File: config.mk
export PLATFORM = sky130hd
export DESIGN_NAME = is_uart_rx
export DESIGN_NICKNAME = d
export VERILOG_FILES = /design/src/rtl/is_uart_rx.sv
export SDC_FILE = /design/constraint.sdc
export NUM_CORES = 1
export LEC_CHECK = 0
export BUFFER_PORTS_ARGS = -buffer_cell sky130_fd_sc_hd__buf_4
export CAP_MARGIN = 10
export CORE_MARGIN = 5
export CORE_UTILIZATION = 40
export CTS_CLUSTER_DIAMETER = 30
export DETAILED_ROUTE_END_ITERATION = 8
export PLACE_DENSITY = 0.6
export SKIP_LAST_GASP = 1
export SLEW_MARGIN = 25
export SYNTH_ARGS = -nofsm -noshare
export SYNTH_HDL_FRONTEND = slang
export SYNTH_SLANG_ARGS = --single-unit
File: constraint.sdc
create_clock -name clk_i -period 4 [get_ports clk_i]
set_input_delay 0.2 -clock clk_i [delete_from_list [all_inputs] [get_ports clk_i]]
set_output_delay 0.2 -clock clk_i [all_outputs]
set_load 0.1 [all_outputs]
File: src/rtl/is_uart_rx.sv
// UART receive front end: oversamples rx_i, deframes start/data/parity/stop and
// hands each character to the controller as a one-cycle strobe plus {fe, pe, data}.
module is_uart_rx #(
    parameter int CLKS_PER_BIT = 434,
    parameter int DATA_W       = 8,
    parameter bit PARITY_EN    = 1'b1,
    parameter bit PARITY_ODD   = 1'b0
) (
    input  logic        clk_i,
    input  logic        rstn_i,
    input  logic        rx_i,
    output logic        rx_data_en_o,
    output logic [9:0]  rx_data_r_o,
    output logic        rx_busy_o
);
    localparam int HALF  = CLKS_PER_BIT / 2;
    localparam int CNT_W = $clog2(CLKS_PER_BIT);
    localparam int IDX_W = $clog2(DATA_W);

    localparam logic [CNT_W-1:0] HALF_M1  = CNT_W'(HALF - 1);
    localparam logic [CNT_W-1:0] BIT_M1   = CNT_W'(CLKS_PER_BIT - 1);
    localparam logic [IDX_W-1:0] LAST_IDX = IDX_W'(DATA_W - 1);

    typedef enum logic [2:0] {
        ST_IDLE   = 3'd0,
        ST_START  = 3'd1,
        ST_DATA   = 3'd2,
        ST_PARITY = 3'd3,
        ST_STOP   = 3'd4,
        ST_BREAK  = 3'd5
    } state_t;

    state_t             state_q, state_d;
    logic               sync1_q, rx_s, rx_prev_q;
    logic [CNT_W-1:0]   cnt_q, cnt_d;
    logic [IDX_W-1:0]   bit_idx_q;
    logic [DATA_W-1:0]  shift_q;
    logic               pe_q, fe_q, deliver_q;
    logic               bit_tick;
    logic               start_ok, sample_data, sample_par, sample_stop;

    assign bit_tick  = (cnt_q == BIT_M1);
    assign rx_busy_o = (state_q != ST_IDLE);

    always_ff @(posedge clk_i or negedge rstn_i) begin
        if (!rstn_i) begin
            state_q   <= ST_IDLE;
            cnt_q     <= '0;
            sync1_q   <= 1'b1;
            rx_s      <= 1'b1;
            rx_prev_q <= 1'b1;
        end else begin
            state_q   <= state_d;
            cnt_q     <= cnt_d;
            sync1_q   <= rx_i;
            rx_s      <= sync1_q;
            rx_prev_q <= rx_s;
        end
    end

    always_comb begin
        state_d     = state_q;
        cnt_d       = cnt_q + CNT_W'(1);
        start_ok    = 1'b0;
        sample_data = 1'b0;
        sample_par  = 1'b0;
        sample_stop = 1'b0;
        case (state_q)
            ST_IDLE: begin
                cnt_d = '0;
                if (rx_prev_q && !rx_s) state_d = ST_START;
            end
            ST_START: begin
                if (cnt_q == HALF_M1) begin
                    cnt_d = '0;
                    if (rx_s) begin
                        state_d = ST_IDLE;
                    end else begin
                        state_d  = ST_DATA;
                        start_ok = 1'b1;
                    end
                end
            end
            ST_DATA: begin
                if (bit_tick) begin
                    cnt_d       = '0;
                    sample_data = 1'b1;
                    if (bit_idx_q == LAST_IDX) state_d = PARITY_EN ? ST_PARITY : ST_STOP;
                end
            end
            ST_PARITY: begin
                if (bit_tick) begin
                    cnt_d      = '0;
                    sample_par = 1'b1;
                    state_d    = ST_STOP;
                end
            end
            ST_STOP: begin
                // Leaving at mid-stop lets a start edge right after the stop bit be seen.
                if (bit_tick) begin
                    cnt_d       = '0;
                    sample_stop = 1'b1;
                    state_d     = rx_s ? ST_IDLE : ST_BREAK;
                end
            end
            ST_BREAK: begin
                cnt_d = '0;
                if (rx_s) state_d = ST_IDLE;
            end
            default: begin
                cnt_d   = '0;
                state_d = ST_IDLE;
            end
        endcase
    end

    always_ff @(posedge clk_i or negedge rstn_i) begin
        if (!rstn_i) begin
            bit_idx_q    <= '0;
            shift_q      <= '0;
            pe_q         <= 1'b0;
            fe_q         <= 1'b0;
            deliver_q    <= 1'b0;
            rx_data_en_o <= 1'b0;
            rx_data_r_o  <= '0;
        end else begin
            if (start_ok) begin
                bit_idx_q <= '0;
                pe_q      <= 1'b0;
            end else if (sample_data) begin
                bit_idx_q <= bit_idx_q + IDX_W'(1);
            end
            if (sample_data) shift_q[bit_idx_q] <= rx_s;
            if (sample_par) pe_q <= (^shift_q) ^ rx_s ^ PARITY_ODD;
            if (sample_stop) fe_q <= ~rx_s;
            // Word is published one clock after the stop sample so fe is already registered.
            deliver_q    <= sample_stop;
            rx_data_en_o <= deliver_q;
            if (deliver_q) rx_data_r_o <= {fe_q, pe_q, shift_q};
        end
    end
endmodule

==> summary.md, run 1 <==
| Metric | Value |
|---|---|
| Highest cell delay on the worst timing path | `about 0.41 ns` |
| PwrDens | `around 430 nW/um2` |
| Share of cells above drive strength 1 | `between 20% and 30%` |
| Seq/Total Area, Yosys | `a little over half` |
| Setup TNS | `0 ns` |
| R2R Path Start | `cnt_q[1]$_DFF_PN0_` |
| P&R area growth vs syn | `15.0%` |
| CP arrival | `2.17 ns` |
| Hold_sp | `sync1_q$_DFF_PN1_` |
| ANT nets after route | `0` |
| Max-Cap Viols | `0` |
| RSZ-0062 raised after global routing | `false` |
| First-pass detailed-route iteration total | `4` |
| Tot GR Track Use | `around an eighth` |
| Tcrit/Tclk final | `49.6%` |
| Post-synth EDFFs | `0` |
| Post-Syn Area | `around 1900 um2` |
| Hold Crit Class | `reg2reg` |
| Initial antenna violation count | `0` |
| Min Tclk post-route | `about 2.0 ns` |
| R2r endpoint | `pe_q$_DFFE_PN0P_` |
| Final Max Slew Viols | `0` |
| Nets | `180` |
| FILL cells | `431` |
| Slowest-stage cell, CP | `dfrtp_1` |
| First-pass GRT wire length | `about 5.9 mm` |
| Flop2flop setup slack | `a little over 2 ns` |
| Synth warnings | `0` |
| Crit path capture type | `register` |
| Worst Tran Pin Value | `around 0.50 ns` |
| Hold worst-path end | `rx_s$_DFF_PN1_` |
| Critical path fanouts, max | `6` |
| Main synth FF type | `dfrtp_1` |
| Total number of vias | `roughly 1,200` |
| Insertion delay to the later sink of the worst-skew pair | `around 0.30 ns` |
| Slew HR | `between 60 and 70%` |
| CP startpoint | `cnt_q[1]$_DFF_PN0_` |
| Num CTS Buffers | `5` |
| Setup Crit Path Kind | `reg2reg` |
| Worst-path cell chain | `inv_1, ha_1, nand4bb_2, nor2_1, and4b_1, mux2_2` |
| Vias in the first global route | `1,213` |
| Hold Path Stages | `0` |
| Core area | `about 4700 um2` |
| Post-synth cell types | `40` |
| Antenna diodes | `0` |
| Gr ovfl total | `0` |
| Post-CTS resize count | `0` |
| Initial core utilization | `around two fifths` |
| Layout Skew | `approximately 0.0073 ns` |
| Area leader, netlist | `dfrtp_1` |
| Post-synth top cells | `dfrtp_1, nor2_1, mux2_2, xnor2_1, nand2_1` |
| Leak | `~1.1 nW` |
| Status | `finished, final reports clean` |
| Syn Inst Count | `about 150` |
| Power Total | `approximately 0.95 mW` |
| PortBufs | `14` |
| Clock sinks | `40` |
| Max Clock Freq | `around 500 MHz` |
| Final Wtd Congestion | `0.787` |
| Rows | `25` |
| CTS tree | `done` |
| Most frequent cell after synthesis | `dfrtp_1` |
| CTS clk-pin slew, worst paths | `roughly 0.080 ns` |
| Root buf cell | `clkbuf_8` |
| Nature of the critical path startpoint | `register` |
| VDD IR max | `0.204 mV` |
| Die width | `79.2 um` |
| Worst Path Required | `4.19 ns` |
| Largest net degree at the start of global routing | `41` |
| Largest cells by area after synthesis | `dfrtp_1, mux2_2, xnor2_1, dfstp_2, ha_1` |
| Ports | `15` |
| Dpl hpwl | `approximately 2.3 mm` |
| H-tree level count | `2` |
| Post-layout util | `between 40% and 50%` |
| Die area | `around 6300 um2` |
| CTS max path bufs | `2` |
| DR WL/cell | `14.9 um` |
| Synthesized flop and latch total | `40` |
| Final wirelength | `between 3 and 4 mm` |
| Syn Area/Cell | `~12 um2` |
| Initial drt markers | `roughly 150` |
| Synth top area share | `48.4%` |
| Endpoints failing setup | `0` |
| Die Span Y | `~79 um` |
| Via/cell ratio | `5.24` |
| Async set-reset flop share out of synthesis | `100%` |
| R2R depth | `6` |
| Syn nets | `162` |
| Fin. Hold Viols | `0` |
| Residual DRC count | `0` |
## registers in the layout (all words and copies together) (netlist names), 3 cells and up
signal / flops
shift_q: 8
bit_idx_q: 3
rx_data_r_o: 10
cnt_q: 9
state_q: 3
## critical path: cells and delay by family, from the launching register on
kind | cells | cell delay (ns)
muxes | 1 | 0.34
and+or+nand+nor | 3 | 0.88
DFF | 1 | 0.41
adders and majority gates | 1 | 0.16
buffers and inverters | 1 | 0.09
## power by group
part           switching (mW)  total (mW)  internal, mW  leakage [nW]
combinational          0.0546       0.112        0.0571         0.473
sequential             0.0500       0.492         0.442         0.530
clock                   0.144       0.348         0.204        0.0614
## metrics by stage
step	setup slack, ns	hold slack [ns]	instance area, um2	instances
final	2.02	0.362	2200	227
after global routing	1.90	0.367	2200	227
after detailed placement	2.01	0.211	2060	217
after CTS	2.01	0.364	2200	227
after global placement	2.10	0.198	2060	217
after floorplan	2.19	-0.0956	1910	154
## layout make-up
class,instances,area (um2),area share [%]
clock buffers,6,82.6,3.75
inverters,4,15.0,0.683
well taps,54,67.6,3.07
clock inverters,2,38.8,1.76
repair buffers,16,125,5.69
multi-input cells,105,866,39.4
flip-flops and latches,40,1000,45.7
## cell families after synthesis
group,Yosys count,share of synthesized area (%)
and+or+nand+nor,54,18.1
DFF,40,52.5
xor gates and xnor gates,15,7.59
AOI/OAI and AO/OA,10,4.12
adders and majority gates,5,3.27
buffers and inverters,9,2.22
muxes,21,12.2
## worst max-delay path by stage
stage                                  end  slack [ns]  depth (start not counted)
after CTS                 pe_q$_DFFE_PN0P_        2.01                          6
after floorplan           pe_q$_DFFE_PN0P_        2.19                          6
after global routing      pe_q$_DFFE_PN0P_        1.90                          6
after global placement    pe_q$_DFFE_PN0P_        2.10                          6
final                     pe_q$_DFFE_PN0P_        2.02                          6
after detailed placement  pe_q$_DFFE_PN0P_        2.01                          6
## metal layers
metal / wire length [um] / GRT usage, % / up-vias / share of wire [%]
met4: 53 / 5.33 / 0 / 1.6
met2: 1620 / 19.4 / 20 / 48
met1: 1570 / 15.7 / 587 / 47
met3: 134 / 4.76 / 5 / 4.0
li1: - / - / 578 / -
met5: 0 / 0 / - / 0
## cells in the final DEF (no fill, tap or decap), types with 3 or more instances in the layout
cell type	n
xor2_1	3
buf_4	14
clkbuf_8	6
nor2_1	16
xnor2_1	11
inv_1	4
dfrtp_1	37
dfstp_2	3
nor2b_1	3
nand2_1	7
mux2_2	15
nand3b_1	3
nand3_1	5
ha_1	5
mux2_1	4
nor3_1	4
and4b_1	3
## repair_timing
action,4_1_cts,5_1_grt
buffers inserted,0,0
hold buffers,2,0
hold endpoints to repair,38,0
No activity file was read; power rests on OpenSTA's default activity.
==> run 2: changes to the inputs <==
clock period = 1.9 ns   (was 4 ns; I/O delays follow)
==> run 2 against run 1 <==
Effect of this change: clock power grew 110%; final cell count grew 4.0%; power grew 110%; first-iteration DRC count is 59% lower; combinational power increased by 140%; register-to-register slack got worse by 1.9 ns; critical endpoint is now shift_q[3]$_DFFE_PN0P_; count of clock-buffer cells in the layout did not move.
==> summary.md, run 2 (synthesized netlist as in run 1, its figures left out) <==
| Metric | Value |
|---|---|
| Placed inst area | `~2100 um2` |
| Core area | `roughly 4700 um2` |
| Die width | `79.2 um` |
| Ports | `15` |
| Most common cell after layout, fill and taps aside | `dfrtp_1` |
| Initial core utilization | `between 40% and 50%` |
| Slew HR | `between 60% and 70%` |
| Tcrit/Tclk final | `around 94%` |
| Rows | `25` |
| Clock sinks | `40` |
| Via/cell ratio | `between 5 and 6` |
| CTS tree | `done` |
| Setup Crit Path Kind | `reg2reg` |
| Largest regs | `rx_data_r_o x10, cnt_q x9, shift_q x8` |
| Final wirelength | `about 3.2 mm` |
| VDD IR max | `0.592 mV` |
| Final Wtd Congestion | `between 0.8 and 0.9` |
| Reg area | `about 1000 um2` |
| Fin. Hold Viols | `0` |
| Status | `finished, final reports clean` |
| CTS max path bufs | `2` |
| PwrDens | `~900 nW/um2` |
| Min Tclk post-route | `1.78 ns` |
| Setup slack after layout | `0.116 ns` |
| FILL cells | `roughly 430` |
| P&R area growth vs syn | `19.2%` |
| Non-filler cells, final | `around 240` |
| R2r endpoint | `shift_q[3]$_DFFE_PN0P_` |
| DP Worst Slack | `0.0719 ns` |
| Num CTS Buffers | `5` |
| Share of cells above drive strength 1 | `a little under a third` |
| Antenna diodes | `0` |
| Final Max Slew Viols | `0` |
| Post-layout util | `approximately 49%` |
| Endpoints failing setup | `0` |
| Dpl hpwl | `2.30 mm` |
| Max reg flops | `10` |
| R2R Path Start | `cnt_q[1]$_DFF_PN0_` |
| Tot GR Track Use | `roughly 12%` |
| CP startpoint | `cnt_q[1]$_DFF_PN0_` |
| Initial antenna violation count | `0` |
| R2R depth | `6` |
| Hold Crit Class | `in2async` |
| Max-Cap Viols | `0` |
| CTS clk-pin slew, worst paths | `0.08 ns` |
| CP arrival | `a little under 2 ns` |
| PortBufs | `14` |
| Worst Path Required | `2.08 ns` |
| Residual DRC count | `0` |
| Die Span Y | `79.2 um` |
| DR WL/cell | `between 10 and 15 um` |
| Fin area | `approximately 2300 um2` |
| RSZ-0062 raised after global routing | `true` |
| Root buf cell | `clkbuf_8` |
| Reg with most FFs | `rx_data_r_o` |
| Placed Cells | `approximately 230` |
| Vias in the first global route | `around 1,300` |
| H-tree level count | `2` |
| Leak | `about 1.1 nW` |
| First-pass GRT wire length | `slightly below 6 mm` |
| Nature of the critical path startpoint | `register` |
| Total number of vias | `1,229` |
| Initial drt markers | `59` |
| Crit path capture type | `register` |
| Critical path fanouts, max | `5` |
| Flop2flop setup slack | `0.12 ns` |
| First-pass detailed-route iteration total | `4` |
| Layout Skew | `between 0.004 and 0.005 ns` |
| Worst Tran Pin Value | `~0.49 ns` |
| ANT nets after route | `0` |
| Multi-input gate area | `slightly below 900 um2` |
| Largest net degree at the start of global routing | `41` |
| Most frequent cells in the layout | `dfrtp_1, buf_4, nor2_1, mux2_2, xnor2_1` |
| Die area | `~6300 um2` |
| Gr ovfl total | `0` |
| Nets | `189` |
| WHS | `slightly above 0.3 ns` |
| Max Clock Freq | `about 560 MHz` |
| Insertion delay to the later sink of the worst-skew pair | `just under 0.3 ns` |
## run 2: cell count changes in the layout (fill, tap and decap cells not counted), sizes merged
cell | previous run | this run
buf | 14 | 23
## run 2: how the worst max path moves through the flow
stage                                         to  cells past startpoint
after global routing      shift_q[7]$_DFFE_PN0P_                      6
after CTS                     cnt_q[4]$_DFF_PN0_                      7
after floorplan                 pe_q$_DFFE_PN0P_                      6
after global placement    shift_q[3]$_DFFE_PN0P_                      6
final                     shift_q[3]$_DFFE_PN0P_                      6
after detailed placement      cnt_q[7]$_DFF_PN0_                      7
## run 2: what timing repair did
item                       in CTS  in global routing
gates resized for setup         0                  2
buffers inserted                0                  0
hold endpoints to repair       38                  0
hold buffers                    2                  0
setup endpoints to repair       0                 17
## run 2: metrics by stage
| step | power (mW) | TNS, ns |
|---|---|---|
| 3_5_place_dp | 1.31 | 0 |
| 3_3_place_gp | 1.29 | 0 |
| 2_1_floorplan | 1.21 | 0 |
| 4_1_cts | 2.05 | 0 |
| 5_1_grt | 2.14 | -0.00238 |
| 6_report | 2.03 | 0 |
## run 2: cell type report
class	instances	share of cell area [%]
Sequential cell	40	44.0
Multi-Input combinational cell	105	38.6
Clock inverter	2	1.70
Timing Repair Buffer	25	8.45
Inverter	4	0.658
Tap cell	54	2.96
Clock buffer	6	3.62
## run 2: report_power, final
part	internal (mW)	switching, mW	total (mW)
clock network	0.429	0.299	0.728
registers	0.930	0.0963	1.03
logic	0.140	0.133	0.274
## run 2: critical path, stage by stage (launching register included)
cell       delay [ns]
dfrtp_1          0.41
inv_1            0.09
ha_1             0.16
nand4bb_2        0.22
nor3_4           0.27
nand4b_1         0.16
mux2_1           0.34
## run 2: routing by layer
metal	wire (um)	up-vias	track usage [%]
met5	0	-	0
met1	1550	613	15.6
met4	70	0	5.15
met2	1520	14	19.1
li1	-	596	-
met3	113	6	3.51
==> run 3: changes to the inputs <==
clock period = 1.8 ns   (was 1.9 ns; I/O delays follow)
==> run 3 against run 2 <==
Effect of this change: clock power increased by 3.0%; worst setup slack worse by 0.040 ns; maximum frequency increased by 3.5%; power up 9.5%; final area is 3.3% higher; utilization increased by 1.6 points; die area did not move.
==> summary.md, run 3 (synthesized netlist as in run 1, its figures left out) <==
| Metric | Value |
|---|---|
| Status | `finished, final reports clean` |
| Final Wtd Congestion | `0.800` |
| DP Worst Slack | `-0.00389 ns` |
| R2R Path Start | `cnt_q[1]$_DFF_PN0_` |
| Endpoints failing setup | `0` |
| Via/cell ratio | `roughly 5.1` |
| Core area | `~4700 um2` |
| Gr ovfl total | `0` |
| FILL cells | `422` |
| Slew HR | `between 60% and 70%` |
| Min Tclk post-route | `approximately 1.7 ns` |
| Num CTS Buffers | `5` |
| Ports | `15` |
| Final Max Slew Viols | `0` |
| VDD IR max | `around 0.49 mV` |
| Largest net degree at the start of global routing | `41` |
| Non-filler cells, final | `between 200 and 250` |
| CTS max path bufs | `2` |
| Clock sinks | `40` |
| Antenna diodes | `0` |
| CP arrival | `roughly 1.9 ns` |
| Most frequent cells in the layout | `dfrtp_1, buf_4, nor2_1, mux2_2, xnor2_1` |
| CTS tree | `done` |
| Flop2flop setup slack | `about 0.077 ns` |
| Final wirelength | `around 3.3 mm` |
| PwrDens | `about 940 nW/um2` |
| Leak | `1.15 nW` |
| Insertion delay to the later sink of the worst-skew pair | `0.29 ns` |
| Fin. Hold Viols | `0` |
| Placed Cells | `231` |
| Nets | `197` |
| Reg with most FFs | `rx_data_r_o` |
| Setup Crit Path Kind | `reg2reg` |
| Initial core utilization | `about two fifths` |
| Max reg flops | `10` |
| Setup slack after layout | `0.0766 ns` |
| DR WL met2 | `~1.6 mm` |
| Die width | `79.2 um` |
| Max Clock Freq | `~580 MHz` |
| Hold Crit Class | `in2async` |
| Initial antenna violation count | `0` |
| Dpl hpwl | `2.34 mm` |
| Post-layout util | `between 50% and 60%` |
| Met1 WL | `1.59 mm` |
| Setup TNS | `0 ns` |
| R2r endpoint | `shift_q[7]$_DFFE_PN0P_` |
| PortBufs | `14` |
| Max Used Layer | `met4` |
| Total number of vias | `1,236` |
| Rows | `25` |
| RSZ-0062 raised after global routing | `true` |
| Worst Path Required | `1.98 ns` |
| Max-Cap Viols | `0` |
| P&R area growth vs syn | `23.2%` |
| Nature of the critical path startpoint | `register` |
| Share of cells above drive strength 1 | `~37%` |
| First-pass GRT wire length | `roughly 6.0 mm` |
| CTS clk-pin slew, worst paths | `roughly 0.09 ns` |
| Tcrit/Tclk final | `between 90% and 100%` |
| Critical path fanouts, max | `6` |
| Vias in the first global route | `1,252` |
| Worst Tran Pin Value | `slightly below 0.5 ns` |
| Residual DRC count | `0` |
| Tot GR Track Use | `roughly an eighth` |
| Most common cell after layout, fill and taps aside | `dfrtp_1` |
| Crit path capture type | `register` |
| Largest regs | `rx_data_r_o x10, cnt_q x9, shift_q x8` |
| Met3 WL | `130 um` |
| ANT nets after route | `0` |
| Initial drt markers | `61` |
| First-pass detailed-route iteration total | `4` |
| Die Span Y | `a little under 80 um` |
| Placed inst area | `roughly 2200 um2` |
| Root buf cell | `clkbuf_8` |
| Layout Skew | `roughly 0.011 ns` |
| Die area | `6270 um2` |
| Fin area | `2360 um2` |
| DR WL/cell | `between 10 and 15 um` |
| R2R depth | `6` |
| H-tree level count | `2` |
run 3: what timing repair did:
action | 4_1_cts | 5_1_grt
hold buffers | 2 | 0
setup endpoints to repair | 3 | 13
hold endpoints to repair | 38 | 0
gates resized for setup | 0 | 7
pin swaps | 1 | 5
buffers inserted | 0 | 3
run 3: through the flow:
stage	hold slack [ns]	power, mW
after floorplan	-0.206	1.27
after global placement	0.0933	1.42
after detailed placement	0.102	1.44
after CTS	0.325	2.20
after global routing	0.363	2.34
final	0.305	2.22
run 3: where the power goes:
| part | internal, mW | switching [mW] |
|---|---|---|
| logic | 0.225 | 0.187 |
| registers | 0.982 | 0.0784 |
| clock network | 0.418 | 0.332 |
| total | 1.62 | 0.597 |
run 3: cell type report:
cell class	count	area [um2]	area share, %
Clock buffer	5	68.8	2.92
Clock inverter	3	46.3	1.96
Inverter	4	15.0	0.637
Multi-Input combinational cell	105	901	38.2
Sequential cell	40	1000	42.6
Tap cell	54	67.6	2.87
Timing Repair Buffer	33	253	10.7
run 3: per-layer routing:
layer	vias up	GRT usage [%]
li1	605	-
met1	606	17.1
met2	21	18.3
met3	4	3.40
met4	0	5.15
met5	-	0
run 3: critical path: stages (launching register included):
cell and delay [ns]:
dfrtp_1 0.39, inv_2 0.08, ha_4 0.13, nand4bb_4 0.16, nor3_4 0.33, nand4_1 0.19, mux2_4 0.33
run 3: how the worst max path moves through the flow:
stage                             startpoint                endpoint  slack, ns
after detailed placement  cnt_q[1]$_DFF_PN0_  shift_q[7]$_DFFE_PN0P_     -0.004
after CTS                 cnt_q[1]$_DFF_PN0_  shift_q[0]$_DFFE_PN0P_       0.02
after floorplan           cnt_q[1]$_DFF_PN0_        pe_q$_DFFE_PN0P_       0.05
after global placement    cnt_q[1]$_DFF_PN0_  shift_q[5]$_DFFE_PN0P_       0.03
final                     cnt_q[1]$_DFF_PN0_  shift_q[7]$_DFFE_PN0P_       0.08
after global routing      cnt_q[1]$_DFF_PN0_  shift_q[7]$_DFFE_PN0P_      -0.02
